### config.mk
export PLATFORM = sky130hd
export DESIGN_NAME = tim_capture
export DESIGN_NICKNAME = d
export VERILOG_FILES = /design/src/rtl/tim_pkg.sv /design/src/rtl/tim_in_filter.sv /design/src/rtl/tim_capture.sv
export SDC_FILE = /design/constraint.sdc
export NUM_CORES = 1
export LEC_CHECK = 0
export CAP_MARGIN = 10
export CORE_ASPECT_RATIO = 0.75
export CORE_MARGIN = 1.5
export CORE_UTILIZATION = 45
export CTS_CLUSTER_DIAMETER = 80
export DETAILED_ROUTE_END_ITERATION = 7
export PLACE_DENSITY = 0.71
export SYNTH_ARGS = -nofsm -noshare
export SYNTH_HDL_FRONTEND = slang
export SYNTH_HIERARCHICAL = 1
export SYNTH_SLANG_ARGS = --single-unit
### constraint.sdc
create_clock -name clk -period 3.4 [get_ports clk]
set_input_delay 0.51 -clock clk [delete_from_list [all_inputs] [get_ports clk]]
set_output_delay 0.51 -clock clk [all_outputs]
set_load 0.1 [all_outputs]
### src/rtl/tim_pkg.sv
// Shared types and default widths for the TIM timer family.
// Used by the input-capture channel and its input filter.
package tim_pkg;

    localparam int CNT_W_DEF  = 16;
    localparam int FILT_W_DEF = 4;

    typedef enum logic [1:0] {
        EDGE_RISE = 2'b00,
        EDGE_FALL = 2'b01,
        EDGE_BOTH = 2'b10,
        EDGE_OFF  = 2'b11
    } edge_sel_e;

endpackage

### src/rtl/tim_in_filter.sv
// Capture pin conditioning: two-flop synchroniser, stable-count glitch filter
// and edge detector. Runs regardless of the timer enable.
module tim_in_filter
    import tim_pkg::*;
#(
    parameter int FILT_W = FILT_W_DEF
) (
    input  logic              clk,
    input  logic              rst_n,
    input  logic              cap_in,
    input  logic [FILT_W-1:0] filt,
    input  logic [1:0]        edge_sel,
    output logic              edge_det
);

    logic              sync1;
    logic              sync2;
    logic              level;
    logic              level_d;
    logic [FILT_W-1:0] stab_cnt;

    always_ff @(posedge clk or negedge rst_n) begin
        if (!rst_n) begin
            sync1    <= 1'b0;
            sync2    <= 1'b0;
            level    <= 1'b0;
            level_d  <= 1'b0;
            stab_cnt <= '0;
        end else begin
            sync1   <= cap_in;
            sync2   <= sync1;
            level_d <= level;
            // A sample equal to the accepted level restarts the stability run.
            if (sync2 == level) begin
                stab_cnt <= '0;
            end else if (stab_cnt == filt) begin
                level    <= sync2;
                stab_cnt <= '0;
            end else begin
                stab_cnt <= stab_cnt + FILT_W'(1);
            end
        end
    end

    // Decoded from registered state only, so the pulse is exactly one cycle.
    always_comb begin
        edge_det = 1'b0;
        case (edge_sel_e'(edge_sel))
            EDGE_RISE: edge_det = level & ~level_d;
            EDGE_FALL: edge_det = ~level & level_d;
            EDGE_BOTH: edge_det = level ^ level_d;
            default:   edge_det = 1'b0;
        endcase
    end

endmodule

### src/rtl/tim_capture.sv
// Input-capture timer channel: prescaled free-running counter that is
// time-stamped into cap_val on a filtered, selected edge of cap_in.
module tim_capture
    import tim_pkg::*;
#(
    parameter int CNT_W  = CNT_W_DEF,
    parameter int FILT_W = FILT_W_DEF
) (
    input  logic              clk,
    input  logic              rst_n,
    input  logic              en,
    input  logic              cap_in,
    input  logic [1:0]        edge_sel,
    input  logic [CNT_W-1:0]  psc,
    input  logic [FILT_W-1:0] filt,
    input  logic              cnt_clr,
    input  logic              cap_ack,
    output logic [CNT_W-1:0]  cnt,
    output logic [CNT_W-1:0]  cap_val,
    output logic              cap_valid,
    output logic              overcapture,
    output logic              cap_irq,
    output logic              ovf_irq
);

    logic [CNT_W-1:0] psc_cnt;
    logic             tick;
    logic             edge_det;
    logic             cap_evt;

    tim_in_filter #(
        .FILT_W (FILT_W)
    ) u_in_filter (
        .clk      (clk),
        .rst_n    (rst_n),
        .cap_in   (cap_in),
        .filt     (filt),
        .edge_sel (edge_sel),
        .edge_det (edge_det)
    );

    assign tick    = en && (psc_cnt == psc);
    assign cap_evt = en && edge_det;

    // psc_cnt above psc (psc lowered while running) snaps back to 0 without a tick.
    always_ff @(posedge clk or negedge rst_n) begin
        if (!rst_n) begin
            psc_cnt <= '0;
            cnt     <= '0;
            ovf_irq <= 1'b0;
        end else begin
            ovf_irq <= 1'b0;
            if (cnt_clr) begin
                psc_cnt <= '0;
                cnt     <= '0;
            end else if (en) begin
                if (psc_cnt >= psc) begin
                    psc_cnt <= '0;
                end else begin
                    psc_cnt <= psc_cnt + CNT_W'(1);
                end
                if (tick) begin
                    cnt     <= cnt + CNT_W'(1);
                    ovf_irq <= (cnt == '1);
                end
            end
        end
    end

    // cap_valid/cap_ack handshake: cap_valid rises on a capture and holds until
    // a cycle with cap_ack high and no new capture; a capture in the ack cycle
    // wins and re-arms cap_valid with overcapture cleared.
    always_ff @(posedge clk or negedge rst_n) begin
        if (!rst_n) begin
            cap_val     <= '0;
            cap_valid   <= 1'b0;
            overcapture <= 1'b0;
            cap_irq     <= 1'b0;
        end else begin
            cap_irq <= cap_evt;
            if (cap_evt) begin
                cap_val     <= cnt;
                cap_valid   <= 1'b1;
                overcapture <= cap_valid && !cap_ack;
            end else if (cap_ack) begin
                cap_valid   <= 1'b0;
                overcapture <= 1'b0;
            end
        end
    end

endmodule
==> flow_metrics.py <==
metrics = {
    "detailed_routing": {
        "drt.antenna.violating_nets": 0,
        "firstDrtPassIters": 4,
        "via_per_inst": 5.22,
        "num_vias": 2652,
        "drt_iter0_markers": 211,
        "avgRoutedWirePerCell_microns": 14.6,
        "routed_wl_microns": 7410,
        "drc": 0,
    },
    "layout": {
        "register_area_sq_um": 1500,
        "fillCellCount": 602,
        "synthToLayoutAreaGrowth_pct": 29.6,
        "finalNetCount": 452,
        "diodes": 0,
        "drive_above_1_share_pct": 12.5,
        "multi_input_area_sq_um": 1690,
        "fin_area_sq_um": 4350,
    },
    "placed_design": {
        "dp_slack_ns": 0.398,
        "port_buffers": 63,
        "dp_hpwl_microns": 5380,
        "gp_congestion": 0.846,
        "placed_area_sq_um": 4110,
    },
    "clocking": {
        "root_buffer": "clkbuf_8",
        "postCtsResizedCells": 0,
        "cts_setup_buffers": 0,
        "htree_levels": 3,
        "numCtsBuffers": 9,
        "cts_sinks": 60,
        "ctsHoldBuffers": 0,
        "cts.path.max_buffers": 2,
        "clk_pin_slew_worst_paths_ns": 0.07,
        "clock_latency_ns": 0.34,
        "cts_tree": "done",
    },
    "timing": {
        "setup_viol": 0,
        "postLayoutSetupSlackWorst_ns": 0.712,
        "fmax_mhz": 372,
        "slew_headroom_pct": 32.8,
        "slew_violations": 0,
        "tns_ns": 0,
        "rsz0062_at_grt": "no",
        "hold_viol_final": 0,
        "whs_ns": 0.149,
        "fin_crit_sh_pct": 79.0,
        "skew_ns": 0.00715,
        "worst_slew_pin_slew_ns": 1.01,
        "finalCriticalPeriod_ns": 2.69,
    },
    "floorplan": {
        "dieArea_sq_um": 7990,
        "start_util_pct": 46.2,
        "row_count": 27,
        "core-area_sq_um": 7260,
        "die_h_microns": 77.8,
        "die_w_microns": 103,
        "pin_count": 64,
    },
    "synthesis": {
        "synth.area.mux_share_pct": 4.96,
        "ys_dominant_reg_cell": "dfrtp_1",
        "synthTopCellsByCount": "60 x dfrtp_1, 31 x inv_1, 29 x nand2_1",
        "synth_nets": 381,
        "synthAdderAreaFrac_pct": 7.83,
        "synth_compound_area_share_pct": 10.3,
        "synth_top_area_share_pct": 44.8,
        "syn_area_per_cell_sq_um": 10.1,
        "synth_seq_cells": 60,
        "syn_inst": 332,
        "async_reset_ff_share_pct": 100,
        "synth_edf_count": 0,
        "syn-cell-area_sq_um": 3350,
        "yosys.area_share.xor_xnor_pct": 6.53,
        "yosys_warnings": 6,
        "synthSimpleGateAreaFrac_pct": 20.7,
        "ys_types": 50,
        "yosysTopAreaCell": "dfrtp_1",
        "synth_top_family_by_area": "simple AND/OR/NAND/NOR gates",
        "ys_seq_area_share_pct": 44.8,
        "synth_most_common_cell": "dfrtp_1",
        "synth.area.top_cells": "dfrtp_1 45%, ha_1 7.8%, xor2_1 4.4%",
    },
    "power_and_ir_drop": {
        "p_leak_nw": 1.96,
        "power_density_nw_per_um2": 448,
        "vdd_drop_max_uv": 245,
    },
    "worst_setup_path": {
        "r2r_setup_slack_ns": 0.81,
        "critPathRequiredTime_ns": 3.63,
        "path_class": "in2reg",
        "worst_setup_path_start_kind": "input port",
        "path_max_fanout": 13,
        "endpoint_kind": "flip-flop",
        "worst_ep_arrival_time_ns": 2.92,
    },
    "global_route": {
        "grt_pass1_vias": 2460,
        "antenna_found_initial": 0,
        "grt_max_degree": 36,
        "grtUsageTotal_pct": 20.1,
        "grt_overflow": 0,
        "grt_pass1_wl_microns": 12300,
    },
    "min_path": {
        "holdCritPathClass": "in2async",
    },
    "job": {
        "cap_violations": 0,
    },
    "outcome": {
        "status": "complete, no violations",
    },
}
-- per-layer routing --
layer | vias to the layer above | track usage [%] | share of wire, %
met5 | - | 0 | 0
met4 | 0 | 6.71 | 1.0
met3 | 7 | 4.68 | 4.8
met2 | 67 | 28.5 | 43
met1 | 1270 | 30.0 | 51
li1 | 1308 | - | -
-- worst max-delay path: stages --
cell and delay (ns):
clkdlybuf4s50_1 0.41, ha_1 0.30, nand2b_1 0.14, a2111o_1 0.42, o211ai_2 0.27, nand3_1 0.46
o311ai_1 0.40
-- placed cells by master, fill, tap and decap left out, drive strengths merged, types with 5 or more instances in the layout --
cell type,n
o21ai,17
a21oi,9
clkbuf,11
nor3,6
nor2,24
buf,9
dfrtp,60
xor2,17
nand4,18
xnor2,8
mux2,13
and2,5
clkdlybuf4s50,61
and3,5
ha,21
a41oi,5
inv,31
nand3,15
nand2,29
-- final cells by class --
cell class | instances | share of cell area (%)
Tap cell | 101 | 2.91
Clock buffer | 11 | 3.25
Sequential cell | 60 | 34.5
Multi-Input combinational cell | 231 | 38.8
Timing Repair Buffer | 70 | 15.5
Clock inverter | 4 | 2.24
Inverter | 31 | 2.68
-- worst paths after layout --
check	startpoint	to	cells after the start
min	rst_n	cap_val[7]$_DFFE_PN0P_	1
max reg2reg	psc_cnt[0]$_DFFE_PN0P_	psc_cnt[3]$_DFFE_PN0P_	7
min reg2reg	u_in_filter/sync1$_DFF_PN0_	u_in_filter/sync2$_DFF_PN0_	0
max	psc[0]	psc_cnt[3]$_DFFE_PN0P_	7
max in group asynchronous	rst_n	psc_cnt[10]$_DFFE_PN0P_	2
min in group clk	u_in_filter/sync1$_DFF_PN0_	u_in_filter/sync2$_DFF_PN0_	0
-- kinds of logic (layout without fill, tap and decap cells) --
logic type,count (synthesis),count (layout)
multiplexers,15,15
buffers and inverters,41,116
XOR/XNOR,25,25
adder cells (fa/ha/maj),21,21
AND/OR/NAND/NOR,121,121
flip-flops,60,60
AO/OA/AOI/OAI,49,49
-- state kept, by name, indices dropped and copies added, names as in the netlist --
signal and count:
u_in_filter/level_d 1, u_in_filter/sync1 1, ovf_irq 1, psc_cnt 16, overcapture 1, u_in_filter/stab_cnt 4, cap_val 16, cnt 16
cap_irq 1, cap_valid 1, u_in_filter/level 1, u_in_filter/sync2 1
-- through the flow --
stage | utilization, % | instances | power [mW]
global route | 59.9 | 508 | 2.04
floorplan | - | 332 | 1.07
CTS | 59.9 | 508 | 1.97
global placement | 56.6 | 493 | 1.18
detailed placement | 56.6 | 493 | 1.19
finish | 59.9 | 508 | 1.95
-- report_power, final --
group          leakage, nW  switching (mW)  internal (mW)
Clock                0.116           0.274          0.503
Combinational         1.02           0.245          0.133
Sequential           0.824          0.0386          0.756
No activity file was read; power rests on OpenSTA's default activity.
